==> src/rtl/mem_arb_pkg.sv <==
// Shared types and default sizes for the unified-memory port arbiter.
package mem_arb_pkg;

  typedef enum logic [1:0] {
    IDLE  = 2'd0,
    FETCH = 2'd1,
    DATA  = 2'd2
  } arbState_e;

  localparam int DefAddrW        = 32;
  localparam int DefDataW        = 32;
  localparam int DefMaxDataBurst = 4;

endpackage

==> src/rtl/mem_arb_perf_counters.sv <==
// Free-running, wrapping event counters for the arbiter.
// Built only when ARB_PERF_CNT_EN is defined.
module mem_arb_perf_counters (
  input  logic        clk,
  input  logic        rst,
  input  logic        fetchGrant,
  input  logic        dataGrant,
  input  logic        fetchWait,
  output logic [31:0] fetchGrants,
  output logic [31:0] dataGrants,
  output logic [31:0] fetchWaitCycles
);

  // Count grants and fetch wait cycles; all three wrap naturally at 2^32
  always_ff @(posedge clk) begin
    if (rst) begin
      fetchGrants     <= '0;
      dataGrants      <= '0;
      fetchWaitCycles <= '0;
    end else begin
      if (fetchGrant) fetchGrants     <= fetchGrants + 32'd1;
      if (dataGrant)  dataGrants      <= dataGrants + 32'd1;
      if (fetchWait)  fetchWaitCycles <= fetchWaitCycles + 32'd1;
    end
  end

endmodule

==> src/rtl/mem_port_arbiter.sv <==
// Single-port memory arbiter between instruction fetch and data access.
// Data wins ties unless a fetch has waited through MAX_DATA_BURST data
// grants. Define ARB_PERF_CNT_EN to add the perf_* counter outputs.
module mem_port_arbiter
  import mem_arb_pkg::*;
#(
  parameter int ADDR_W         = DefAddrW,
  parameter int DATA_W         = DefDataW,
  parameter int MAX_DATA_BURST = DefMaxDataBurst
) (
  input  logic              clk,
  input  logic              rst,
  input  logic              if_req,
  input  logic [ADDR_W-1:0] if_addr,
  output logic [DATA_W-1:0] if_rdata,
  output logic              if_ready,
  input  logic              d_req,
  input  logic              d_we,
  input  logic [ADDR_W-1:0] d_addr,
  input  logic [DATA_W-1:0] d_wdata,
  output logic [DATA_W-1:0] d_rdata,
  output logic              d_ready,
  output logic              mem_req,
  output logic              mem_we,
  output logic [ADDR_W-1:0] mem_addr,
  output logic [DATA_W-1:0] mem_wdata,
  input  logic [DATA_W-1:0] mem_rdata,
  input  logic              mem_ack,
  output logic              busy
`ifdef ARB_PERF_CNT_EN
  ,
  output logic [31:0]       perf_fetch_grants,
  output logic [31:0]       perf_data_grants,
  output logic [31:0]       perf_fetch_wait
`endif
);

  localparam int CntW = $clog2(MAX_DATA_BURST + 1);
  localparam logic [CntW-1:0] CntMax = CntW'(MAX_DATA_BURST);

  arbState_e         state;
  logic [CntW-1:0]   burstCnt;
  logic [ADDR_W-1:0] capAddr;
  logic              capWe;
  logic [DATA_W-1:0] capWdata;
  logic [DATA_W-1:0] ifRdataQ;
  logic [DATA_W-1:0] dRdataQ;
  logic              fetchStarved;
  logic              grantData;
  logic              grantFetch;
  logic              loadDone;

  function automatic logic [CntW-1:0] satInc(input logic [CntW-1:0] v);
    return (v == CntMax) ? v : v + 1'b1;
  endfunction

  // Grant decisions are only made in IDLE; a starved fetch overrides data
  always_comb begin
    fetchStarved = if_req && (burstCnt == CntMax);
    grantData    = (state == IDLE) && d_req && !fetchStarved;
    grantFetch   = (state == IDLE) && !grantData && if_req;
  end

  // Ready pulses track the owner's ack; reset suppresses a completing ack
  always_comb begin
    if_ready  = (state == FETCH) && mem_ack && !rst;
    d_ready   = (state == DATA) && mem_ack && !rst;
    loadDone  = d_ready && !capWe;
    if_rdata  = if_ready ? mem_rdata : ifRdataQ;
    d_rdata   = loadDone ? mem_rdata : dRdataQ;
    mem_req   = (state != IDLE);
    busy      = (state != IDLE);
    mem_we    = (state == DATA) && capWe;
    mem_addr  = capAddr;
    mem_wdata = capWdata;
  end

  // FSM and request capture; the captured copy drives memory until ack
  always_ff @(posedge clk) begin
    if (rst) begin
      state    <= IDLE;
      capAddr  <= '0;
      capWe    <= 1'b0;
      capWdata <= '0;
    end else begin
      unique case (state)
        IDLE: begin
          if (grantData) begin
            state    <= DATA;
            capAddr  <= d_addr;
            capWe    <= d_we;
            capWdata <= d_wdata;
          end else if (grantFetch) begin
            state    <= FETCH;
            capAddr  <= if_addr;
            capWe    <= 1'b0;
            capWdata <= '0;
          end
        end
        FETCH, DATA: begin
          if (mem_ack) state <= IDLE;
        end
        default: state <= IDLE;
      endcase
    end
  end

  // Count data grants that bypass a waiting fetch; clear once fetch is served or gone
  always_ff @(posedge clk) begin
    if (rst) begin
      burstCnt <= '0;
    end else if (grantFetch || ((state == IDLE) && !if_req)) begin
      burstCnt <= '0;
    end else if (grantData && if_req) begin
      burstCnt <= satInc(burstCnt);
    end
  end

  // Hold the last read data per requester; stores leave the load data alone
  always_ff @(posedge clk) begin
    if (rst) begin
      ifRdataQ <= '0;
      dRdataQ  <= '0;
    end else begin
      if (if_ready) ifRdataQ <= mem_rdata;
      if (loadDone) dRdataQ  <= mem_rdata;
    end
  end

`ifdef ARB_PERF_CNT_EN
  mem_arb_perf_counters uPerf (
    .clk             (clk),
    .rst             (rst),
    .fetchGrant      (grantFetch),
    .dataGrant       (grantData),
    .fetchWait       (if_req && !if_ready),
    .fetchGrants     (perf_fetch_grants),
    .dataGrants      (perf_data_grants),
    .fetchWaitCycles (perf_fetch_wait)
  );
`endif

endmodule

==> config.mk <==
export PLATFORM = sky130hd
export DESIGN_NAME = mem_port_arbiter
export DESIGN_NICKNAME = d
export VERILOG_FILES = /design/src/rtl/mem_arb_pkg.sv /design/src/rtl/mem_arb_perf_counters.sv /design/src/rtl/mem_port_arbiter.sv
export SDC_FILE = /design/constraint.sdc
export NUM_CORES = 1
export LEC_CHECK = 0
export BUFFER_PORTS_ARGS = -buffer_cell sky130_fd_sc_hd__buf_2
export CORE_MARGIN = 8
export CORE_UTILIZATION = 50
export DETAILED_ROUTE_END_ITERATION = 8
export HOLD_SLACK_MARGIN = 0.12
export PLACE_DENSITY = 0.93
export SYNTH_ARGS = -nofsm -noshare
export SYNTH_HDL_FRONTEND = slang
export SYNTH_SLANG_ARGS = --single-unit
==> constraint.sdc <==
create_clock -name clk -period 2.64 [get_ports clk]
set_clock_uncertainty 0.2 [all_clocks]
set_input_delay 0.132 -clock clk [delete_from_list [all_inputs] [get_ports clk]]
set_output_delay 0.132 -clock clk [all_outputs]
set_load 0.02 [all_outputs]
==> results.txt <==
outcome - completed
syn_area_per_cell - 10.9 µm²
Yosys cell types - 28
wire length per cell - 23.2 µm
Critical Path Max Stage Delay - 900 ps
register bit count reported by yosys - 134
Port Buf Inserts - 266
area share of xor/xnor cells in the synthesized design - 0%
yosys synthesis warning count - 0
Filler Cell Count - 568
Post-CTS Repair Setup Buffers - 0
met1 wire length - 8.30 mm
Die W - 123 µm
met3 WL post-DR - 2.90 mm
vias in the first global route - 6,643
Die H - 123 µm
DP Area - 7000 µm²
r2r worst-path depth - 7
most frequent cell on the critical path - dlygate4sd3_1
Routed WL - 24.4 mm
Sink Count - 134
number of diodes - 0
HP Class - in -> reg
initial drt markers - 609
Worst-path clk slew - 60 ps
Worst VDD drop - 0.534 mV
Util after Layout - 80.0%
slowest CP cell - o21ai_2
Leakage Power - 0.00427 µW
DPL Wire Length - 12.2 mm
reg-to-reg startpoint - state[1]$_SDFFE_PP0P_
Hold EP - state[0]$_SDFFE_PP0P_
CP Capture Type - flip-flop
Final Hold Fails - 0
CP cell instances - dlygate4sd3_1, buf_2, o21ai_2, a32oi_1, a21oi_1, dlygate4sd3_1
hold slack - 179 ps
most frequent cells in the layout - 265 x buf_2, 137 x dlygate4sd3_1, 134 x dfxtp_1
Max Buffers Root-to-Sink - 2
via count - 6,267
Worst Setup Start Kind - input port
Synth Area in Adders - 1.10%
CTS tree - built
Mapped Cells - 520
post-layout minimum cycle time - 2610 ps
GPL Wtd Cong - 0.785
Antenna Nets Post-Route - 0
final instance area - 8980 µm²
Initial Utilization - 50.6%
Simple-Gate Fraction of Synth Area - 15.1%
CP Class - in -> reg
sequential-to-total area share from yosys stat - 47.3%
min-delay src - if_req
hold path cells - 4
met2 wire len - 11.7 mm
buffers and inverters on the worst path - 3
FF-to-FF End - mem_addr[12]$_SDFFE_PP0P_
H-tree Lvls - 4
Final setup viols - 0
die area - 15,000 µm²
drt pass-1 iters - 6
commonest non-fill, non-tap cell in the layout - buf_2
share of post-route cells with drive strength above 1 - 41.8%
Top Layer Used - met4
Slew Limit Fails - 0
Critical Path RT - 2790 ps
Core ar. - 11,200 µm²
Mapped Nets - 659
CTS Buf Count - 17
Tot GR Track Use - 30.8%
mux cell area share after synthesis - 16.6%
pin count of the biggest net entering global routing - 69
Worst Path Max Fanout - 22
FP Rows - 39
post-synthesis compound-gate area fraction - 13.8%
pwr/cell area - 627 nW/µm²
period utilisation layout - 98.9%
via/cell ratio - 5.96
I/O pin count - 267
Syn-to-layout area delta - 58.3%
Crit path max-delay family - buffers and inverters
initial antenna violation count - 0
actual slew at the worst max-slew pin - 1150 ps
# DRC - 0
R2R setup slack - 60 ps
Max-cap violations - 0
crit path DAT - 2760 ps
post-synthesis instance area - 5670 µm²
CTS root buf - clkbuf_16
first-pass GRT wire length - 36.0 mm
largest family of logic cells by synthesized area - multiplexers
f_max - 0.383 GHz
grt total ovfl - 0
clk_lat worst skew - 410 ps
Rel. slew slack - 23.4%
Layout Nets - 1,035
[per-layer routing]
metal  vias up  global-route usage [%]
met5         -                       0
met4         0                    18.4
met3       143                    10.8
met2       557                    53.4
met1      2908                    31.7
li1       2659                       -
[Yosys cell counts, drive strengths merged]
master	instances	area, µm²
dfxtp	134	2680
a32oi	65	569
nor2b	65	407
mux2	64	942
a21oi	37	185
nand4	37	231
nor2	33	124
clkbuf	29	109
buf	28	213
inv	6	22.5
ha	5	62.6
o21ai	4	20.0
and2	2	12.5
nand2	2	7.51
a21bo	1	10.0
and3b	1	8.76
and4bb	1	12.5
nand2b	1	6.26
nand3	1	5.00
nand3b	1	20.0
nor3b	1	7.51
nor4bb	1	10.0
or2	1	6.26
[how the worst max path moves through the flow]
stage,cells past startpoint,slack (ps),from,end
after floorplan,7,790,state[0]$_SDFFE_PP0P_,dRdataQ[10]$_SDFF_PP0_
after global placement,5,620,d_req,mem_wdata[22]$_SDFFE_PP0P_
after detailed placement,5,580,d_req,mem_wdata[17]$_SDFFE_PP0P_
after CTS,7,100,state[0]$_SDFFE_PP0P_,mem_addr[10]$_SDFFE_PP0P_
after global routing,7,-20,state[1]$_SDFFE_PP0P_,mem_addr[12]$_SDFFE_PP0P_
final,6,30,d_req,mem_addr[13]$_SDFFE_PP0P_
[area by class of cell]
| cell class | count | area (µm²) | share of cell area [%] |
|---|---|---|---|
| well taps | 143 | 179 | 1.99 |
| clock inverters | 11 | 124 | 1.38 |
| clock buffers | 21 | 470 | 5.24 |
| multi-input cells | 324 | 2680 | 29.9 |
| inverters | 6 | 22.5 | 0.251 |
| flip-flops and latches | 134 | 2680 | 29.9 |
| repair buffers | 413 | 2820 | 31.4 |
[kinds of logic after synthesis]
kind of cell,count (synthesis)
AND/OR/NAND/NOR,147
buffers and inverters,63
multiplexers,64
adder cells (fa/ha/maj),5
AO/OA/AOI/OAI,107
flip-flops,134
[sequential cells by signal (all words and copies together), names as in the netlist]
| register | cells |
|---|---|
| mem_wdata | 32 |
| mem_addr | 32 |
| dRdataQ | 32 |
| burstCnt | 3 |
| ifRdataQ | 32 |
| state | 2 |
| capWe | 1 |
[where the power goes]
| group | leakage (µW) | internal, µW | total (µW) | switching, µW |
|---|---|---|---|---|
| Clock | 0.000285 | 1470 | 2380 | 916 |
| Sequential | 0.00109 | 2120 | 2180 | 63.6 |
| Combinational | 0.00289 | 469 | 1060 | 595 |
| Total | 0.00427 | 4060 | 5630 | 1570 |
[worst min-delay path, cell delays in order]
cell     delay [ps]
buf_2           130
buf_4           280
nand4_1         130
a21oi_1          60
[stage by stage]
stage	setup TNS (ps)	worst slack, ps	power (µW)	cells
final	0	29.4	5630	1052
after global routing	-16.0	-16.0	5780	1052
after CTS	0	103	5510	1051
after detailed placement	0	579	3000	882
after global placement	0	620	2980	882
after floorplan	0	794	2710	520
[repair_timing]
item | CTS | global route
resized for setup | 0 | 3
endpoints found under the setup margin | 0 | 27
hold buffers | 137 | 0
hold endpoints to repair | 132 | 0
No activity file was read; power rests on OpenSTA's default activity.
